File: config.mk
export PLATFORM = sky130hd
export DESIGN_NAME = demux_n_stream
export DESIGN_NICKNAME = d
export VERILOG_FILES = /design/src/rtl/demux_pkg.sv /design/src/rtl/sync_fifo.sv /design/src/rtl/demux_n_stream.sv
export SDC_FILE = /design/constraint.sdc
export NUM_CORES = 1
export LEC_CHECK = 0
export BUFFER_PORTS_ARGS = -buffer_cell sky130_fd_sc_hd__buf_4
export CELL_PAD_IN_SITES_DETAIL_PLACEMENT = 0
export CELL_PAD_IN_SITES_GLOBAL_PLACEMENT = 1
export CORE_UTILIZATION = 41
export DETAILED_ROUTE_END_ITERATION = 6
export PLACE_DENSITY = 0.86
export SETUP_SLACK_MARGIN = 0.15
export SLEW_MARGIN = 20
export SYNTH_ARGS = -nofsm -noshare
export SYNTH_HDL_FRONTEND = slang
export SYNTH_SLANG_ARGS = --single-unit
File: constraint.sdc
create_clock -name clk -period 2.3 [get_ports clk]
set_clock_uncertainty 0.2 [all_clocks]
set_input_delay 0.345 -clock clk [delete_from_list [all_inputs] [get_ports clk]]
set_output_delay 0.345 -clock clk [all_outputs]
set_load 0.05 [all_outputs]
File: src/rtl/demux_pkg.sv
// Shared types and helpers for the buffered 1-to-N stream demultiplexer.
package demux_pkg;

    typedef enum logic {
        MODE_UNICAST = 1'b0,
        MODE_BCAST   = 1'b1
    } demux_mode_t;

    // Select width for a given channel count; never narrower than one bit.
    function automatic int sel_width(input int channels);
        return (channels <= 1) ? 1 : $clog2(channels);
    endfunction

endpackage

File: src/rtl/sync_fifo.sv
// Per-channel synchronous FIFO with wrap-bit pointers and a zeroed read port when empty.
module sync_fifo #(
    parameter int N     = 8,
    parameter int DEPTH = 2
) (
    input  logic         clk,
    input  logic         rst_n,
    input  logic         push,
    input  logic         pop,
    input  logic [N-1:0] wdata,
    output logic [N-1:0] rdata,
    output logic         full,
    output logic         empty
);
    localparam int AW = $clog2(DEPTH);

    logic [AW:0]  wptr_q, wptr_d;
    logic [AW:0]  rptr_q, rptr_d;
    logic [N-1:0] mem_q [DEPTH];
    logic         push_ok, pop_ok;

    assign empty   = (wptr_q == rptr_q);
    assign full    = (wptr_q[AW] != rptr_q[AW]) && (wptr_q[AW-1:0] == rptr_q[AW-1:0]);
    assign push_ok = push & ~full;
    assign pop_ok  = pop & ~empty;

    assign wptr_d = wptr_q + {{AW{1'b0}}, push_ok};
    assign rptr_d = rptr_q + {{AW{1'b0}}, pop_ok};

    always_ff @(posedge clk) begin
        if (!rst_n) begin
            wptr_q <= '0;
            rptr_q <= '0;
        end else begin
            wptr_q <= wptr_d;
            rptr_q <= rptr_d;
        end
    end

    // Storage needs no reset: the read port is masked while empty.
    always_ff @(posedge clk) begin
        if (push_ok) mem_q[wptr_q[AW-1:0]] <= wdata;
    end

    assign rdata = empty ? '0 : mem_q[rptr_q[AW-1:0]];

endmodule

File: src/rtl/demux_n_stream.sv
// 1-to-CHANNELS streaming demux with per-channel FIFOs, all-or-nothing broadcast
// and a one-cycle drop pulse for out-of-range selects.
module demux_n_stream
    import demux_pkg::*;
#(
    parameter  int N        = 8,
    parameter  int CHANNELS = 4,
    parameter  int DEPTH    = 2,
    localparam int SEL_W    = sel_width(CHANNELS)
) (
    input  logic                  clk,
    input  logic                  rst_n,
    input  logic [N-1:0]          in_data,
    input  logic [SEL_W-1:0]      in_sel,
    input  logic                  in_bcast,
    input  logic                  in_valid,
    output logic                  in_ready,
    output logic [CHANNELS*N-1:0] out_data,
    output logic [CHANNELS-1:0]   out_valid,
    input  logic [CHANNELS-1:0]   out_ready,
    output logic                  drop_err
);
    localparam int NSEL = 1 << SEL_W;

    demux_mode_t           mode;
    logic [CHANNELS-1:0]   full, empty, push, pop;
    logic [NSEL-1:0]       full_pad, sel_ok;
    logic                  in_range, accept;
    logic                  drop_err_q, drop_err_d;

    assign mode = in_bcast ? MODE_BCAST : MODE_UNICAST;

    // Pad the select space to a power of two so unused codes decode as "drop".
    for (genvar i = 0; i < NSEL; i++) begin : g_pad
        if (i < CHANNELS) begin : g_real
            assign full_pad[i] = full[i];
            assign sel_ok[i]   = 1'b1;
        end else begin : g_void
            assign full_pad[i] = 1'b0;
            assign sel_ok[i]   = 1'b0;
        end
    end

    assign in_range = sel_ok[in_sel];

    always_comb begin
        in_ready = 1'b0;
        if (rst_n) begin
            case (mode)
                MODE_BCAST:   in_ready = ~|full;
                MODE_UNICAST: in_ready = !in_range || !full_pad[in_sel];
                default:      in_ready = 1'b0;
            endcase
        end
    end

    assign accept     = in_valid & in_ready;
    assign drop_err_d = accept & (mode == MODE_UNICAST) & ~in_range;

    always_ff @(posedge clk) begin
        if (!rst_n) drop_err_q <= 1'b0;
        else        drop_err_q <= drop_err_d;
    end

    assign drop_err = drop_err_q;

    for (genvar c = 0; c < CHANNELS; c++) begin : g_ch
        assign push[c] = accept & ((mode == MODE_BCAST) | (in_range & (in_sel == SEL_W'(c))));
        assign pop[c]  = out_ready[c] & ~empty[c];

        sync_fifo #(
            .N     (N),
            .DEPTH (DEPTH)
        ) u_fifo (
            .clk   (clk),
            .rst_n (rst_n),
            .push  (push[c]),
            .pop   (pop[c]),
            .wdata (in_data),
            .rdata (out_data[c*N +: N]),
            .full  (full[c]),
            .empty (empty[c])
        );
    end

    assign out_valid = ~empty;

endmodule

==> results.cfg <==
[run_status]
status = complete, but fails checks
failed_checks = setup timing

[sta]
grt_setup_unrepaired = true
drv_slew = 0
whs_ns = 0.0510
worstMarginPinSlew_ns = 0.506
maxSlewHeadroom = 0.663
period_minus_slack_ns = 2.36
setup_violations = 16
tns_ns = -0.266
hold_violations = 0
worst_slack_ns = -0.0564
min_period_over_period = 1.02
fmaxAchievable_ghz = 0.424

[logic_synthesis]
synth_top_area_frac = 0.557
syn_nets = 279
synth_area_leader_cell = edfxtp_1
yosysWarnings = 0
synth_cell_types = 23
synthCells = 249
synthTopCellsByArea = edfxtp_1 (56%), dfxtp_1 (12%), mux2i_1 (9.3%)
ys_seq_area_frac = 0.673
synth_area_per_cell_sq_um = 13.9
synth_area_sq_mm = 0.00345
yosys_register_bits = 84

[floorplanning]
coreArea_sq_mm = 0.00818
die_h_um = 93.7
io_pins = 56
dieArea_sq_mm = 0.00878
rows = 33
start_util = 0.422
fp.dieW_um = 93.7

[global_routing]
grt_pass1_wl_mm = 10.1
antenna_found_initial = 0
grt_pass1_vias = 2001
grt_max_degree = 22
gr-total-overflow = 0
track_usage = 0.162

[placed_design]
dp_cells = 418
gp_congestion = 0.770
place_ws_ns = -0.0650
place_hpwl_mm = 4.28
port_buffers = 54

[cts]
hold_buffers = 0
insertion_delay_ns = 0.35
cts_buffers = 9
cts_tree = built
clockRootBuffer = clkbuf_8
cts.clk_slew.worst_paths_ns = 0.08
cts_htree_levels = 3
clk_path_buf_depth = 2
cts_sinks = 84

[critical_path]
cp-start-kind = flop
crit_fanout = 3
crit_path_top_delay_cell = dfxtp_4
path_buf_inv = 2
ff2ff_path_depth = 11
path_class = flop to output port
crit_top_cell = buf_6
worstSetupEndpointType = output port
crit_required_ns = 1.75
arrival_ns = 1.81
crit_chain = xor2_4 -> a21oi_2 -> a221oi_2 -> o21a_4 -> buf_6 -> nor3b_4 -> buf_6
crit_family = compound AO/OA/AOI/OAI gates
crit_cells = 7
cpPeakStageDelay_ns = 0.37

[route]
drtPass1Iterations = 4
via_per_inst = 4.75
vias = 2132
drcViolationCount = 0
wl_per_cell_um = 15.8
routed_wl_mm = 7.10
postRouteAntennaNets = 0
drt_iter0_markers = 118

[hold_path]
hold_depth = 1
min_path_type = input pin to flop

[pwr]
pwr-share-clk = 0.262
switching_power_mw = 1.49
sw_frac_of_total = 0.341
p_leak_nw = 1.90
powerDensity_mw_per_mm2 = 902
combPwrFrac = 0.323
power_frac_seq = 0.415
peakVddDrop_uv = 334
p_int_mw = 2.88
power_mw = 4.36

[cells_and_area]
final_common_cell = edfxtp_1
most-common-layout-cells = edfxtp_1 (64), buf_4 (62), mux2i_1 (32), nor2_1 (27), buf_6 (21)
n_fill_cell = 640
area.growth.synth_to_final_pct = 40.2
final_nets = 369
final_cells = 449
antenna_cells = 0
drive_gt1_frac = 0.442

[flow_run]
maxCapViolCount = 0
==> metal layers <==
layer / vias up / global-route usage / part of all wire
met5: - / 0 / 0
met4: 0 / 0.0731 / 0.014
met3: 7 / 0.0291 / 0.040
met2: 50 / 0.269 / 0.51
met1: 1037 / 0.205 / 0.43
li1: 1038 / - / -
==> sequential cells by signal (all words and copies together) (netlist names), named ones only <==
signal,cells
g_ch.u_fifo.mem_q,64
g_ch.u_fifo.rptr_q,8
g_ch.u_fifo.wptr_q,8
==> layout make-up <==
class / instances / area [sq um] / area share
inverters: 10 / 37.5 / 0.00776
flip-flops and latches: 84 / 2350 / 0.486
clock inverters: 7 / 97.6 / 0.0202
well taps: 105 / 131 / 0.0272
repair buffers: 88 / 792 / 0.164
clock buffers: 9 / 124 / 0.0256
multi-input cells: 146 / 1300 / 0.270
==> Yosys cell counts, drive strengths merged <==
cell type  instances
a21oi              3
a221oi             1
and2              16
buf                1
clkbuf             8
conb               1
dfxtp             20
edfxtp            64
ha                12
inv               10
mux2i             32
nand2              5
nand3              2
nor2              38
nor2b             10
nor3               2
nor3b              1
nor4               3
o21a               1
o21ai              2
xnor2              4
xor2              13
==> repair_timing <==
item	CTS	global route
cloned	0	2
endpoints found under the setup margin	87	106
resized for setup	36	56
setup buffers	7	6
pin swaps	6	7
endpoints found under the hold margin	0	0
==> power by group through the flow <==
stage	Sequential (mW)	Combinational (mW)	Clock [mW]
after detailed placement	1.83	1.19	0
after global routing	1.82	1.48	1.24
after CTS	1.80	1.23	1.16
after floorplan	1.77	0.848	0
final	1.81	1.41	1.14
after global placement	1.83	1.17	0
==> cells by family (layout without fill, tap and decap cells) <==
family	count (synthesis)	in the layout	share of synthesized area
mux	32	32	0.0929
xor+xnor	17	17	0.0432
fa+ha+maj	12	12	0.0435
flops	84	84	0.673
simple gates	77	77	0.107
other cells	1	1	0.00109
compound gates	7	7	0.0170
buf+inv	19	114	0.0218
==> metrics by stage <==
step	area, sq um	utilization
after floorplan	3460	-
after global placement	4130	0.505
after detailed placement	4130	0.505
after CTS	4560	0.558
after global routing	4840	0.592
final	4840	0.592
==> path summary, 6_finish.rpt <==
check | end | startpoint | slack, ns
setup / recovery | in_ready | g_ch[0].u_fifo.wptr_q[1] | -0.06
setup reg to reg | g_ch[1].u_fifo.wptr_q[1] | g_ch[2].u_fifo.rptr_q[1] | -0.03
hold / removal | g_ch[0].u_fifo.mem_q[1][3] | in_data[3] | 0.05
hold reg to reg | g_ch[2].u_fifo.wptr_q[0] | g_ch[2].u_fifo.wptr_q[0] | 0.40
Power figures use the tool's default switching activity.
